## config.mk

```make
export PLATFORM = sky130hd
export DESIGN_NAME = serial_adder
export DESIGN_NICKNAME = d
export VERILOG_FILES = /design/src/rtl/serial_adder.sv
export SDC_FILE = /design/constraint.sdc
export NUM_CORES = 1
export LEC_CHECK = 0
export CORE_UTILIZATION = 50
export CTS_BUF_LIST = sky130_fd_sc_hd__clkbuf_8
export DETAILED_ROUTE_END_ITERATION = 8
export GPL_TIMING_DRIVEN = 1
export PLACE_DENSITY = 0.77
export RECOVER_POWER = 25
export SLEW_MARGIN = 20
export SYNTH_ARGS = -nofsm -noshare
export SYNTH_HDL_FRONTEND = slang
export SYNTH_SLANG_ARGS = --single-unit
```

## constraint.sdc

```tcl
create_clock -name clk -period 2.7 [get_ports clk]
set_clock_uncertainty 0.1 [all_clocks]
set_input_delay 0.27 -clock clk [delete_from_list [all_inputs] [get_ports clk]]
set_output_delay 0.27 -clock clk [all_outputs]
set_load 0.02 [all_outputs]
```

## src/rtl/serial_adder.sv

```systemverilog
// Multi-cycle adder/subtractor: captures two N-bit operands on a start/ready
// handshake, then ripples BITS_PER_CYCLE full-adder slices per clock, LSB first.
module serial_adder #(
  parameter int unsigned N              = 8,
  parameter int unsigned BITS_PER_CYCLE = 1
) (
  input  logic         clk,
  input  logic         n_reset,
  input  logic         start,
  output logic         ready,
  input  logic [N-1:0] A,
  input  logic [N-1:0] B,
  input  logic         SUB,
  input  logic         CIN,
  output logic [N-1:0] Y,
  output logic         COUT,
  output logic         OVF,
  output logic         done
);

  localparam int unsigned BPC   = BITS_PER_CYCLE;
  localparam int unsigned STEPS = N / BPC;
  localparam int unsigned CW    = (STEPS > 1) ? $clog2(STEPS) : 1;

  // Reject widths that cannot be split into whole slices.
  if ((N < 2) || ((N % BPC) != 0)) begin : g_param_check
    $error("serial_adder: N must be >= 2 and divisible by BITS_PER_CYCLE");
  end

  typedef enum logic {IDLE, RUN} state_t;

  state_t          state;
  state_t          state_next;
  logic [N-1:0]    a_sh;
  logic [N-1:0]    b_sh;
  logic [N-1:0]    sum_sh;
  logic [N-1:0]    sum_next;
  logic [BPC-1:0]  slice_s;
  logic [CW-1:0]   cnt;
  logic            carry;
  logic            c_run;
  logic            c_last_in;
  logic            c_final;
  logic            accept;
  logic            last;

  assign ready  = (state == IDLE);
  assign accept = start && ready;
  assign last   = (state == RUN) && (cnt == CW'(STEPS - 1));

  // State register.
  always_ff @(posedge clk or negedge n_reset) begin
    if (!n_reset) begin
      state <= IDLE;
    end else begin
      state <= state_next;
    end
  end

  // Next-state logic: IDLE until accepted, RUN for STEPS edges.
  always_comb begin
    state_next = state;
    case (state)
      IDLE:    if (accept) state_next = RUN;
      RUN:     if (last)   state_next = IDLE;
      default: state_next = IDLE;
    endcase
  end

  // Chained full-adder slices for this cycle; sum bits enter the shadow from the top.
  always_comb begin
    slice_s   = '0;
    c_run     = carry;
    c_last_in = carry;
    for (int i = 0; i < int'(BPC); i++) begin
      c_last_in  = c_run;
      slice_s[i] = a_sh[i] ^ b_sh[i] ^ c_run;
      c_run      = (a_sh[i] & b_sh[i]) | (a_sh[i] & c_run) | (b_sh[i] & c_run);
    end
    c_final  = c_run;
    sum_next = (sum_sh >> BPC) | (N'(slice_s) << (N - BPC));
  end

  // Operand capture, per-cycle shifting and result loading on the final step.
  always_ff @(posedge clk or negedge n_reset) begin
    if (!n_reset) begin
      a_sh   <= '0;
      b_sh   <= '0;
      sum_sh <= '0;
      carry  <= 1'b0;
      cnt    <= '0;
      Y      <= '0;
      COUT   <= 1'b0;
      OVF    <= 1'b0;
      done   <= 1'b0;
    end else begin
      done <= 1'b0;
      if (accept) begin
        a_sh   <= A;
        b_sh   <= B ^ {N{SUB}};
        carry  <= CIN ^ SUB;
        sum_sh <= '0;
        cnt    <= '0;
      end else if (state == RUN) begin
        a_sh   <= a_sh >> BPC;
        b_sh   <= b_sh >> BPC;
        carry  <= c_final;
        sum_sh <= sum_next;
        cnt    <= cnt + CW'(1);
        if (last) begin
          Y    <= sum_next;
          COUT <= c_final;
          OVF  <= c_final ^ c_last_in;
          done <= 1'b1;
        end
      end
    end
  end

endmodule

```

[After elaboration in Yosys (flattened, before gate mapping)]
Cells that the tools add are included.
Operators by class
  $add $sub $neg: 1
  reduce and logical (&&, ||, !) cells: 4
  bitwise operators: 13
  multiplexer cells: 16
  eq/ne operators: 1
Operators with widths (number)
  8-bit two-way mux: 6
  7-bit by 8-bit OR with 8-bit output: 1
  8-bit bitwise XOR: 1
  1-bit two-way mux: 7
  3-bit two-way mux: 2
  1-bit bitwise XOR: 4
  3-bit by 1-bit adder with 3-bit output, second input constant: 1
  1-bit bitwise AND: 3
  3-bit equality test, second input constant: 1
  3-bit AND reduction: 1
  1-bit logical AND: 2
  1-bit inverter: 2
  1-bit OR: 2
  1-bit one-hot mux with 2 select lines: 1
  2-bit nonzero test: 1
Storage, ports and cells
  output and inout port bits: 12
  logic and storage cells: 45
  register bits after elaboration: 40

[Depth between registers and ports, before layout]
Gate-level depths: netlist of the first run.
  depth after elaboration: 5
  depth in mapped cells: 5

[Worst setup path after synthesis of the first run]
OpenSTA, ideal clock, no wires.
  path kind: flip-flop to flip-flop
  start point: register cnt[0]
  end point: register COUT
  setup time: 0.128 ns
  stages on the path, launching flop included: 6
  setup slack: 1.127 ns
  data arrival time: 1.346 ns
  buffers on the path: 1
  cell sequence: dfrtp_1 > ha_1 > ha_1 > nand2_1 > buf_2 > mux2_1
On the way
  word-level cells in the longest chain between the ends: 3
RTL lines
  start, declared: line 39  | logic [CW-1:0] cnt;
  start signal, assigned: line 109  | cnt <= cnt + CW'(1);
  3-bit equality test: line 49  | assign last = (state == RUN) && (cnt == CW'(STEPS - 1));
  1-bit logical AND: line 49
  3-bit AND reduction (no source line)
  end signal, assigned: line 112  | COUT <= c_final;
  end, declared: line 16  | output logic COUT,
No other way between the ends.
A chain may end at the register's enable or synchronous reset.

[Worst setup path in the final report of the first run]
  start point: register state
  end point: output port ready
On the way
  word-level cells in the longest chain between the ends: 1
RTL lines
  start, declared: line 32  | state_t state;
  start signal, assigned: line 56  | state <= state_next;
  1-bit inverter
  end, declared: line 10  | output logic ready,
No other way between the ends.

==> results of run 1 <==
## power breakdown
| group | internal (mW) | switching [mW] | leakage [nW] |
|---|---|---|---|
| clock network | 0.232 | 0.210 | 0.0505 |
| registers | 0.833 | 0.163 | 0.499 |
| logic | 0.404 | 0.383 | 0.414 |
| total | 1.47 | 0.757 | 0.963 |
## placed cells by master, fill, tap and decap left out, types with 2 or more instances in the layout
| cell type | netlist | layout |
|---|---|---|
| dfrtp_1 | 39 | 39 |
| clkdlybuf4s50_1 | 0 | 31 |
| nand2_1 | 19 | 19 |
| o21ai_1 | 14 | 14 |
| mux2_1 | 10 | 10 |
| mux2i_1 | 8 | 8 |
| nand2b_1 | 7 | 7 |
| clkbuf_8 | 0 | 7 |
| xnor2_1 | 6 | 6 |
| or3b_1 | 5 | 5 |
| o211ai_1 | 5 | 5 |
| xor2_1 | 4 | 4 |
| a22o_1 | 3 | 3 |
| and2_1 | 3 | 3 |
| a221o_1 | 3 | 3 |
| inv_2 | 2 | 2 |
| nor2_1 | 2 | 2 |
| ha_1 | 2 | 2 |
| buf_4 | 3 | 2 |
## per-stage QoR
step           instances  instance area (um2)  hold slack (ns)
3_3_place_gp         217                 2080            0.309
3_5_place_dp         217                 2080            0.324
4_1_cts              225                 2180          0.00284
2_1_floorplan        146                 1740           -0.126
6_report             225                 2180            0.384
5_1_grt              225                 2180            0.407
## final cells by class
class	count	area [um2]	area share [%]
Sequential cell	39	976	44.8
Multi-Input combinational cell	96	706	32.4
Timing Repair Buffer	34	329	15.1
Clock buffer	7	96.3	4.42
Tap cell	46	57.6	2.64
Clock inverter	1	7.51	0.344
Inverter	2	7.51	0.344
## how the worst max path moves through the flow
stage                        from      end  slack [ns]  depth (start not counted)
after detailed placement      SUB  b_sh[1]        0.94                          3
after global placement      state  b_sh[1]         1.0                          3
after floorplan            cnt[0]     COUT        1.13                          5
after CTS                   state    ready        0.76                          2
after global routing      n_reset  b_sh[5]        0.46                          1
final                       state    ready        0.77                          2
## worst register-to-register path: stages (launching register included)
cell	delay [ns]
dfrtp_1	0.40
ha_1	0.20
ha_1	0.19
nand2_1	0.35
mux2_1	0.38
## flip-flops by register name, summed over array words and instances, names as in the netlist
register,flops
c_last_in,1
COUT,1
a_sh,8
sum_sh,7
done,1
state,1
b_sh,8
Y,8
OVF,1
cnt,3
## logic make-up after synthesis
logic type | synth area share [%]
fa+ha+maj | 2.59
flops | 56.1
compound gates | 9.85
mux | 11.7
xor+xnor | 5.03
buf+inv | 3.38
simple gates | 11.4
## routing by layer
metal | vias up | GRT usage (%)
li1 | 563 | -
met4 | 0 | 11.7
met3 | 8 | 5.97
met2 | 32 | 32.0
met1 | 552 | 26.0
met5 | - | 0
==> flow_metrics.py, run 1 <==
metrics = {
    "worst_setup_path": {
        "rr_worst_depth": 4,
        "cp_max_fo": 16,
        "r2r_slack_ns": 0.97,
        "endpoint_kind": "output port",
        "required_ns": 2.33,
        "max_stage_delay_ns": 0.60,
        "cp.arrival_ns": 1.56,
        "path_buf_inv": 2,
        "crit_type": "reg -> out",
        "r2r_end": "COUT",
        "crit_path_start_kind": "flip-flop",
        "path_cells": "inv_2, clkdlybuf4s50_1",
        "crit_family": "buffers and inverters",
        "crit_slowest_cell": "clkdlybuf4s50_1",
        "rr_startpoint": "cnt[0]",
    },
    "routing": {
        "avgRoutedWirePerCell_um": 13.9,
        "route.met2.wl_um": 1480,
        "initialDrtViolationCount": 34,
        "postRouteAntennaNets": 0,
        "via_per_inst": 5.13,
        "wl_um": 3120,
        "vias": 1155,
        "drc": 0,
        "dr_wl_met3_um": 147,
        "dr.pass1.iters": 4,
        "wl_met1_um": 1410,
        "highest_layer": "met4",
    },
    "logic_synthesis": {
        "synth_async_sr_flop_share_pct": 100,
        "synth_common_cells": "dfrtp_1 (39), nand2_1 (19), o21ai_1 (14), mux2_1 (10), mux2i_1 (8)",
        "synth_cell_types": 24,
        "netlist_instances": 146,
        "synth_nets": 170,
        "synth_area_per_cell_um2": 11.9,
        "synth_ff_type": "dfrtp_1",
        "syn-cell-area_um2": 1740,
        "yosysTopAreaCell": "dfrtp_1",
        "yosysMostFrequentCell": "dfrtp_1",
        "yosys-top-cells-area": "dfrtp_1 (56%), mux2_1 (6.5%), mux2i_1 (4.6%)",
        "synth-edff-count": 0,
        "ys_seq_area_share_pct": 56.1,
        "yosysWarnings": 0,
        "synth_top_area_share_pct": 56.1,
        "synth-seq-cells": 39,
    },
    "timing": {
        "fin_crit_sh_pct": 71.6,
        "hold_violations": 0,
        "slew_headroom_pct": -36.5,
        "fin_tns_setup_ns": 0,
        "setup_ws_ns": 0.766,
        "slew_viol_final": 40,
        "worst_slew_pin_slew_ns": 2.05,
        "fin_crit_ns": 1.93,
        "rsz0062_at_grt": "no",
        "max_freq_mhz": 517,
        "setup_violations": 0,
    },
    "hold_path": {
        "holdPathEnd": "Y[0]",
        "holdCritPathClass": "reg -> reg",
        "hold_path_depth": 1,
        "worstHoldStart": "sum_sh[1]",
    },
    "layout": {
        "fillers": 288,
        "area_delta_synth_final_pct": 25.2,
        "fin_nets": 202,
        "utilization_pct": 65.3,
        "drive_gt1_share_pct": 7.82,
        "diodes": 0,
    },
    "grt": {
        "antenna_found_initial": 0,
        "grt_use_total_pct": 20.7,
        "grt_pass1_vias": 1106,
        "grt_pass1_wl_um": 5260,
        "grt_overflow": 0,
        "grt_max_degree": 40,
    },
    "floorplanning": {
        "core_area_um2": 3340,
        "dieArea_um2": 3720,
        "ioPinCount": 33,
        "dieWidth_um": 61,
        "core.rowCount": 21,
        "die_h_um": 61,
        "initial_core_util_pct": 52.2,
    },
    "power": {
        "cellPowerDensity_nw_per_um2": 1020,
        "power_mw": 2.23,
        "p_leak_nw": 0.963,
        "ir_worst_vdd_mv": 0.397,
    },
    "cts": {
        "insertion_delay_ns": 0.29,
        "numCtsBuffers": 5,
        "clockRootBuffer": "clkbuf_8",
        "htree_levels": 2,
        "cts_sinks": 39,
        "post_cts.repair.setup_buffers": 0,
        "clk_pin_slew_ns": 0.08,
        "cts_buffer_depth": 2,
        "cts_hold_buf": 0,
        "cts_tree": "built",
        "ctsResizeCount": 0,
    },
    "place": {
        "gp_congestion": 0.722,
        "portBuffers": 32,
        "post-dp-hpwl_um": 2110,
        "dp_slack_ns": 0.944,
    },
    "outcome": {
        "outcome": "finished with violations",
        "violations": "max-capacitance violations, max-slew violations",
    },
    "flow_run": {
        "maxCapViolations": 1,
    },
}
No activity file was read; power rests on OpenSTA's default activity.
==> run 2: changes to the inputs <==
--- a/config.mk
+++ b/config.mk
@@ -5,7 +5,7 @@
 export SDC_FILE = /design/constraint.sdc
 export NUM_CORES = 1
 export LEC_CHECK = 0
-export CORE_UTILIZATION = 50
+export CORE_UTILIZATION = 48
 export CTS_BUF_LIST = sky130_fd_sc_hd__clkbuf_8
 export DETAILED_ROUTE_END_ITERATION = 8
 export GPL_TIMING_DRIVEN = 1
==> constraint.sdc (replaced) <==
create_clock -name clk -period 1.75 [get_ports clk]
set_clock_uncertainty 0.1 [all_clocks]
set_input_delay 0.175 -clock clk [delete_from_list [all_inputs] [get_ports clk]]
set_output_delay 0.175 -clock clk [all_outputs]
set_load 0.02 [all_outputs]
==> run 2 against run 1 <==
Compared with the run above:
- the flow now finishes without violations
- critical path type unchanged
- design area is 2.5% higher
- sequential share of layout area is 1.1 points lower
- clock-buffer cell count is 1 lower
- largest cell class unchanged
- first-iteration DRC count rose by 76%
- total power rose by 52%
- global-route usage decreased by 2.6 points
- worst hold slack better by 0.0058 ns
- utilization grew 0.10 points
- largest power group unchanged
==> flow_metrics.py, run 2 (synthesized netlist as in run 1, its figures left out) <==
metrics = {
    "outcome": {
        "outcome": "finished, final reports clean",
    },
    "timing": {
        "hold_violations": 0,
        "rsz0062_at_grt": "no",
        "setup_ws_ns": 0.116,
        "slew_viol_final": 0,
        "setup_violations": 0,
        "fin_tns_setup_ns": 0,
        "fin_crit_ns": 1.63,
        "worst_slew_pin_slew_ns": 0.940,
        "fin_hold_ws_ns": 0.390,
        "slew_headroom_pct": 37.3,
        "fin_crit_sh_pct": 93.4,
        "max_freq_mhz": 612,
    },
    "worst_setup_path": {
        "max_stage_delay_ns": 0.59,
        "r2r_end": "OVF",
        "worstSetupStartpoint": "state",
        "cp.arrival_ns": 1.36,
        "rr_worst_depth": 5,
        "r2r_slack_ns": 0.17,
        "cp_max_fo": 4,
        "crit_slowest_cell": "clkdlybuf4s50_1",
        "required_ns": 1.47,
        "crit_type": "reg -> out",
        "rr_startpoint": "cnt[0]",
        "endpoint_kind": "output port",
        "crit_path_start_kind": "flip-flop",
        "path_cells": "inv_2, clkdlybuf4s50_1",
    },
    "grt": {
        "grt_use_total_pct": 18.1,
        "grt_pass1_wl_um": 5420,
        "grt_max_degree": 40,
        "grt_overflow": 0,
        "antenna_found_initial": 0,
        "grt_pass1_vias": 1201,
    },
    "cts": {
        "clk_pin_slew_ns": 0.07,
        "numCtsBuffers": 5,
        "cts_buffer_depth": 2,
        "htree_levels": 2,
        "cts_hold_buf": 1,
        "insertion_delay_ns": 0.28,
        "clockRootBuffer": "clkbuf_8",
        "cts_tree": "built",
        "ctsResizeCount": 0,
        "cts_sinks": 39,
        "post_cts.repair.setup_buffers": 0,
    },
    "layout": {
        "fin_nets": 208,
        "top_regs": "Y (8), a_sh (8), b_sh (8)",
        "layout_commonest_cell": "dfrtp_1",
        "drive_gt1_share_pct": 10.3,
        "diodes": 0,
        "utilization_pct": 65.4,
        "area_delta_synth_final_pct": 28.4,
        "final_cell_mix": "dfrtp_1 (39), clkdlybuf4s50_1 (31), nand2_1 (19)",
    },
    "floorplanning": {
        "core.rowCount": 21,
        "dieWidth_um": 62.2,
        "core_area_um2": 3420,
        "dieArea_um2": 3870,
        "die_h_um": 62.2,
        "ioPinCount": 33,
        "initial_core_util_pct": 51.0,
    },
    "power": {
        "p_leak_nw": 1.00,
        "cellPowerDensity_nw_per_um2": 1520,
        "ir_worst_vdd_mv": 0.573,
    },
    "hold_path": {
        "holdCritPathClass": "reg -> reg",
        "hold_path_depth": 1,
        "holdPathEnd": "sum_sh[1]",
        "worstHoldStart": "sum_sh[1]",
    },
    "routing": {
        "wl_um": 3060,
        "dr.pass1.iters": 4,
        "postRouteAntennaNets": 0,
        "drc": 0,
        "avgRoutedWirePerCell_um": 13.3,
        "via_per_inst": 5.12,
        "vias": 1178,
        "initialDrtViolationCount": 60,
    },
    "place": {
        "post-dp-hpwl_um": 2300,
        "dp_slack_ns": 0.157,
        "portBuffers": 32,
        "gp_congestion": 0.748,
    },
    "flow_run": {
        "maxCapViolations": 0,
    },
}
run 2: cell type report:
class                           instances  area (um2)
Fill cell                             279        1180
Sequential cell                        39         976
Multi-Input combinational cell         96         706
Timing Repair Buffer                   40         400
Clock buffer                            6        82.6
Tap cell                               46        57.6
Inverter                                2        7.51
Clock inverter                          1        5.00
run 2: worst max-delay path: cells and delay by family, from the launching register on:
kind / cells / cell delay [ns]
flip-flops: 1 / 0.41
buffers and inverters: 2 / 0.66
run 2: worst max-delay path by stage:
stage	endpoint	slack, ns	cells after the start
final	ready	0.12	2
after global routing	ready	0.06	2
after CTS	ready	0.11	2
after detailed placement	b_sh[6]	0.16	4
after global placement	COUT	0.22	5
after floorplan	COUT	0.18	5
run 2: power by group:
group          switching (mW)  internal, mW
Combinational           0.630         0.661
Sequential              0.222          1.29
Clock                   0.285         0.309
Total                    1.14          2.26
run 2: metrics by stage:
stage / power, mW / cells / area (um2)
final: 3.39 / 230 / 2230
after global routing: 3.64 / 230 / 2230
after CTS: 3.44 / 230 / 2240
after detailed placement: 2.84 / 222 / 2140
after global placement: 2.75 / 222 / 2140
after floorplan: 2.32 / 146 / 1740
run 2: metal layers:
metal,track usage (%),wire length [um],vias up,part of all wire (%)
li1,-,-,575,-
met3,5.15,116,5,3.8
met2,31.5,1530,26,50
met5,0,0,-,0
met4,6.69,44,0,1.4
met1,21.1,1370,572,45
